[src/rtl/shift_seq_ctrl.sv]
// rtl/shift_seq_ctrl.sv - clear/load/shift sequencer for the 4-bit universal shift register
//
// Walks the datapath through one complete operation per accepted start:
// CLR (dp_reset pulse), LOAD (s1s0=11), SHIFT for `count` cycles (s1s0=latched op),
// then DONE (one-cycle done pulse). Every output is a flop; next-output values
// are decoded from the next state, so no input reaches an output combinationally.
//
// Select encoding (s1,s0): 00 hold, 01 shift right, 10 shift left, 11 parallel load.
//
// Ports:
//   clk       in   rising-edge clock
//   reset     in   asynchronous active-low reset
//   start     in   request an operation (accepted only in IDLE)
//   op        in   [1:0] shift-phase select, latched on accepted start
//   count     in   [CNT_W-1:0] shift-phase cycle count, latched on accepted start
//   pause     in   freezes the shift phase (only with SHIFT_PAUSE_EN)
//   abort     in   synchronous cancel of a running operation
//   s0, s1    out  datapath mode selects
//   dp_reset  out  active-high datapath clear
//   busy      out  high outside IDLE
//   done      out  one-cycle completion pulse
//   step      out  [CNT_W-1:0] remaining shift-phase cycles
//
// Build option: define SHIFT_PAUSE_EN to honour the pause input; otherwise pause
// is accepted on the port but has no effect.

module shift_seq_ctrl #(
  parameter int CNT_W = 4
) (
  input  logic             clk,
  input  logic             reset,
  input  logic             start,
  input  logic [1:0]       op,
  input  logic [CNT_W-1:0] count,
  input  logic             pause,
  input  logic             abort,
  output logic             s0,
  output logic             s1,
  output logic             dp_reset,
  output logic             busy,
  output logic             done,
  output logic [CNT_W-1:0] step
);

  typedef enum logic [2:0] {
    IDLE  = 3'd0,
    CLR   = 3'd1,
    LOAD  = 3'd2,
    SHIFT = 3'd3,
    DONE  = 3'd4
  } state_t;

  state_t           state_q, state_d;
  logic [1:0]       op_q, op_d;
  logic [CNT_W-1:0] step_d;
  // High while the current SHIFT cycle is a frozen (paused) cycle.
  logic             paused_q, paused_d;
  logic             pause_en;

  logic             s0_d, s1_d, dp_reset_d, busy_d, done_d;

`ifdef SHIFT_PAUSE_EN
  assign pause_en = pause;
`else
  logic unused_pause;
  assign unused_pause = pause;
  assign pause_en     = 1'b0;
`endif

  always_ff @(posedge clk or negedge reset) begin
    if (!reset) begin
      state_q  <= IDLE;
      op_q     <= 2'b00;
      step     <= '0;
      paused_q <= 1'b0;
      s0       <= 1'b0;
      s1       <= 1'b0;
      dp_reset <= 1'b0;
      busy     <= 1'b0;
      done     <= 1'b0;
    end else begin
      state_q  <= state_d;
      op_q     <= op_d;
      step     <= step_d;
      paused_q <= paused_d;
      s0       <= s0_d;
      s1       <= s1_d;
      dp_reset <= dp_reset_d;
      busy     <= busy_d;
      done     <= done_d;
    end
  end

  always_comb begin
    state_d    = state_q;
    op_d       = op_q;
    step_d     = step;
    paused_d   = 1'b0;
    s0_d       = 1'b0;
    s1_d       = 1'b0;
    dp_reset_d = 1'b0;
    busy_d     = 1'b0;
    done_d     = 1'b0;

    case (state_q)
      IDLE: begin
        if (start) begin
          state_d = CLR;
          op_d    = op;
          step_d  = count;
        end
      end
      CLR:  state_d = LOAD;
      LOAD: state_d = (step != '0) ? SHIFT : DONE;
      SHIFT: begin
        // A paused cycle leaves step alone; the pause input at this edge
        // decides whether the following cycle is paused as well.
        if (paused_q) begin
          paused_d = pause_en;
        end else if (step != '0) begin
          step_d = step - CNT_W'(1);
          if (step == CNT_W'(1)) begin
            state_d = DONE;
          end else begin
            paused_d = pause_en;
          end
        end else begin
          state_d = DONE;
        end
      end
      DONE: state_d = IDLE;
      default: begin
        state_d = IDLE;
        step_d  = '0;
      end
    endcase

    if (abort && (state_q != IDLE)) begin
      state_d  = IDLE;
      step_d   = '0;
      paused_d = 1'b0;
    end

    // Register the outputs of the state being entered.
    busy_d = (state_d != IDLE);
    case (state_d)
      CLR:  dp_reset_d = 1'b1;
      LOAD: begin
        s1_d = 1'b1;
        s0_d = 1'b1;
      end
      SHIFT: begin
        if (!paused_d) begin
          s1_d = op_d[1];
          s0_d = op_d[0];
        end
      end
      DONE:    done_d = 1'b1;
      default: ;
    endcase
  end

endmodule
[config.mk]
export PLATFORM = sky130hd
export DESIGN_NAME = shift_seq_ctrl
export DESIGN_NICKNAME = d
export VERILOG_FILES = /design/src/rtl/shift_seq_ctrl.sv
export SDC_FILE = /design/constraint.sdc
export NUM_CORES = 1
export LEC_CHECK = 0
export CAP_MARGIN = 10
export CORE_UTILIZATION = 52
export DETAILED_ROUTE_END_ITERATION = 8
export DONT_BUFFER_PORTS = 1
export HOLD_SLACK_MARGIN = 0.15
export PLACE_DENSITY = 0.75
export SLEW_MARGIN = 10
export SYNTH_ARGS = -nofsm -noshare
export SYNTH_HDL_FRONTEND = slang
export SYNTH_SLANG_ARGS = --single-unit
[constraint.sdc]
create_clock -name clk -period 2 [get_ports clk]
set_input_delay 0.4 -clock clk [delete_from_list [all_inputs] [get_ports clk]]
set_output_delay 0.4 -clock clk [all_outputs]
set_load 0.05 [all_outputs]
## After elaboration in Yosys (flattened, before gate mapping)

Cells that the tools add are included.

- Add/sub/neg operators: 1
- Equality and inequality tests: 12
- Multiplexer cells: 16
- Reduce and logical (&&, ||, !) cells: 7

Operator list:

| operator | number |
|---|---|
| $mux W3 | 5 |
| $eq A3 B2 Y1 const B | 4 |
| $mux W4 | 3 |
| $pmux W3 S4 | 1 |
| $pmux W4 S3 | 1 |
| $eq A3 B1 Y1 const B | 2 |
| $eq A3 B3 Y1 const B | 2 |
| $ne A3 B3 Y1 const B | 2 |
| $reduce_bool A3 Y1 | 2 |
| $eq A4 B1 Y1 const B | 1 |
| $mux W2 | 2 |
| $pmux W1 S2 | 2 |
| $reduce_bool A4 Y1 | 1 |
| $sub A4 B1 Y4 const B | 1 |
| $logic_not A3 Y1 | 1 |
| $reduce_and A3 Y1 | 1 |
| $reduce_or A3 Y1 | 1 |
| $mux W1 | 2 |
| $ne A2 B1 Y1 const B | 1 |
| $logic_and A1 B1 Y1 | 1 |

- Register bits: 14
- Input bits: 11
- Output and inout bits: 9

## Logic depth before layout (Yosys ltp)

- Word-level depth: 7
- Depth in mapped cells: 7
- Mapped depth without buffers: 6

## Least setup slack after synthesis

OpenSTA, ideal clock, no wires.

- Kind: flip-flop to flip-flop
- Start: register step[1]
- End: register step[1]
- Library setup time: 0.079 ns
- Data arrival time: 2.075 ns
- Required time: 1.921 ns
- Slack: -0.154 ns
- Stages on the path, launching flop included: 8
- Buffers on the path: 1
- Cells stage by stage: dfrtp_1 > inv_1 > ha_1 > or3b_4 > a2111oi_4 > or2_1 > buf_4 > mux2i_1

- Word-level cells in the longest chain between the ends: 4
- Elaborated cells on any way between the ends: 7
- Classes of those cells: add/sub: 1; eq/ne: 1; mux: 3; reduce/logical: 2

RTL lines:

| item | line | RTL |
|---|---|---|
| start, declared | 42 | `output logic [CNT_W-1:0] step` |
| start signal, assigned | 84 | `step <= step_d;` |
| $sub A4 B1 Y4 | 121 | `step_d = step - CNT_W'(1);` |
| $mux W4 | 120 | `end else if (step != '0) begin` |
| $pmux W4 S3 | 105 | `case (state_q)` |
| $mux W4 | 138 | `if (abort && (state_q != IDLE)) begin` |

Several ways; a longest one is shown, not always the timed one. The select of a mux whose other input is x is not followed.
A chain may end at the register's enable or synchronous reset.

## Worst setup path after layout

Ends and elaborated chain as after synthesis.

==> flow_summary.toml <==
[floorplan]
die_h_um = 39
fp.coreArea_um2 = 1190
initial_utilization_pct = 60.0
fp.dieW_um = 39
die-area_um2 = 1520
pin_count = 20
num_rows = 12

[power]
seqPwrFrac_pct = 41.0
p_sw_share_pct = 47.4
static-leakage-power_nw = 0.361
peakVddDrop_uv = 1130
powerDensity_nw_per_um2 = 1870
power.share.clock_pct = 13.3
p_switching_w = 0.000717
combPwrFrac_pct = 45.7
power.internal_w = 0.000796
total_power_w = 0.00151

[layout]
area_growth_syn_to_layout_pct = 13.7
nets = 88
diodes = 0
drive_above_1_share_pct = 28.4
final_cell_area_um2 = 810

[clocking]
clkSlewWorstSetupHoldPaths_ns = 0.09
cts_max_path_buffers = 2
h-tree-depth = 1
cts_root_buf = "clkbuf_4"
cts_inserted_buffers = 3
clk_latency_ns = 0.27
cts_sinks = 14
cts_tree = "done"

[yosys]
synthTopCellsByCount = "14 x dfrtp_1, 7 x nor3_1, 6 x nor2_1, 5 x a21oi_1, 4 x inv_1"
synth_area_um2 = 712
synth-warning-count = 0
ys.flop_type = "dfrtp_1"
synthXorXnorAreaFrac_pct = 0
synth_largest_area_cell = "dfrtp_1"
synthSimpleGateAreaFrac_pct = 19.0
synth-seq-cells = 14
synth_top_family_by_area = "simple AND/OR/NAND/NOR gates"
synth_cell_type_count = 28
muxShareOfSynthArea_pct = 5.98
synth_nets = 79
async_flop_share_pct = 100
yosysMostFrequentCell = "dfrtp_1"
synth-edff-count = 0
postSynthCellCount = 66
synth-adder-area-share_pct = 3.51
ys_top_cells_by_area = "dfrtp_1 49%, nor3_1 4.9%, a2111oi_4 3.9%"
yosysSeqAreaShare_pct = 49.2
syn_avg_cell_area_um2 = 10.8
synth_compound_gate_area_share_pct = 17.9
synth_top_cell_area_share_pct = 49.2

[sta]
setup_viol = 0
relSlewSlack_pct = 58.4
finalHoldViolations = 0
worst_pin_slew_ns = 0.621
tns_ns = 0
worst_slack_ns = 0.131
fin_crit_ns = 1.87
rsz0062_at_grt = "false"
fin_worst_skew_ns = 0.00134
min_period_over_period_pct = 93.4
report.final.slew_viol_count = 0
fmax_ghz = 0.535

[run_status]
status = "complete, no violations"

[placement]
place_area_um2 = 761
routabilityCongestion = 0.765
dpl.hpwl_um = 940
dp_slack_ns = 0.0830
io_buffers = 0

[routing]
ant_nets = 0
route.detailed.drc = 0
via_per_inst = 6.01
wl_per_cell_um = 14.4
drt-initial-drc-count = 6
vias = 529
finalWirelength_um = 1270
dr.pass1.iters = 4

[global_route]
overflow = 0
antenna_found_initial = 0
grt_max_degree = 15
grt_first_pass_wirelength_um = 1950
grt_usage_pct = 20.3
grt_pass1_vias = 475

[worst_setup_path]
worst-endpoint-arrival_ns = 2.07
crit_chain = "inv_2 > ha_1 > or3b_4 > a2111oi_4 > or2_4 > mux2i_1"
crit_family = "simple AND/OR/NAND/NOR gates"
crit_required_ns = 2.20
critPathMaxStageDelay_ns = 0.41
crit_buf_inv = 1
crit_type = "reg2reg"
crit_path_top_delay_cell = "dfrtp_2"
startpoint_type = "flip-flop"
endpoint_kind = "flip-flop"
crit_fanout = 4

[hold_path]
hp-class = "in2reg"

[job]
drv_cap = 0
-- power by group through the flow --
| stage | clock network [W] | registers [W] | logic, W |
|---|---|---|---|
| 2_1_floorplan | 0 | 0.000723 | 0.000421 |
| 3_3_place_gp | 0 | 0.000624 | 0.000658 |
| 3_5_place_dp | 0 | 0.000627 | 0.000671 |
| 4_1_cts | 0.000209 | 0.000621 | 0.000678 |
| 5_1_grt | 0.000223 | 0.000636 | 0.000752 |
| 6_report | 0.000201 | 0.000620 | 0.000691 |
-- through the flow --
step	std cells	util [%]	hold WS (ns)
floorplan	66	-	0.104
global placement	83	64.1	0.105
detailed placement	83	64.1	0.105
CTS	88	68.0	0.177
global route	88	68.2	0.164
finish	88	68.2	0.184
-- registers in the layout (all words and copies together), names as in the netlist --
name	cells
done	1
s1	1
op_q	2
s0	1
busy	1
step	4
dp_reset	1
state_q	3
-- routing by layer --
| metal | GRT usage [%] | vias to the layer above | share of wire, % |
|---|---|---|---|
| li1 | - | 260 | - |
| met1 | 24.3 | 249 | 46 |
| met2 | 32.5 | 18 | 46 |
| met3 | 6.36 | 2 | 6.9 |
| met4 | 10.3 | 0 | 1.1 |
| met5 | 0 | - | 0 |
-- final cells by class --
| class | count | area, um2 |
|---|---|---|
| Inverter | 4 | 15.0 |
| Tap cell | 14 | 17.5 |
| Fill cell | 93 | 377 |
| Timing Repair Buffer | 7 | 55.1 |
| Clock buffer | 4 | 36.3 |
| Multi-Input combinational cell | 45 | 333 |
| Sequential cell | 14 | 353 |
-- worst register-to-register path, cell delays in order (launching register included) --
cell and delay (ns):
dfrtp_2 0.41, inv_2 0.07, ha_1 0.17, or3b_4 0.40, a2111oi_4 0.35, or2_4 0.22
mux2i_1 0.18
-- final timing paths --
path	slack, ns	cells past startpoint	endpoint	from
worst max-delay path	0.13	6	step[1]	step[1]
max in group asynchronous	0.99	1	step[0]	reset
worst min-delay path	0.18	1	done	abort
worst max register to register	0.13	6	step[1]	step[1]
min in group asynchronous	0.57	1	done	reset
worst min register to register	0.50	1	s1	op_q[1]
-- cell families after synthesis --
logic type	count (synthesis)
mux	4
compound gates	15
buf+inv	7
simple gates	24
flops	14
fa+ha+maj	2
-- layout by cell type (no fill, tap or decap) --
cell / instances
or3b_4: 1
o31ai_1: 2
dfrtp_1: 12
nor4_1: 1
a31o_2: 1
nor3_1: 7
buf_4: 6
or2_4: 1
or3_1: 2
inv_2: 2
o21ai_1: 2
inv_1: 2
nand2_1: 1
dfrtp_2: 2
a2111oi_4: 1
a21oi_1: 5
nor2_1: 6
a32oi_1: 1
clkbuf_8: 1
nand4bb_1: 1
o31a_1: 2
mux2i_1: 2
a2111oi_2: 1
dlygate4sd3_1: 1
clkbuf_4: 3
mux2_2: 2
and2_1: 1
ha_1: 2
nor3b_1: 1
nand2b_1: 1
nor2b_1: 1
-- timing repair --
| item | in CTS | in global routing |
|---|---|---|
| buffers inserted | 0 | 0 |
| endpoints found under the setup margin | 0 | 2 |
| hold endpoints to repair | 14 | 0 |
| hold buffers | 1 | 0 |
| resized for setup | 0 | 1 |
(Power assumes the default switching activity.)
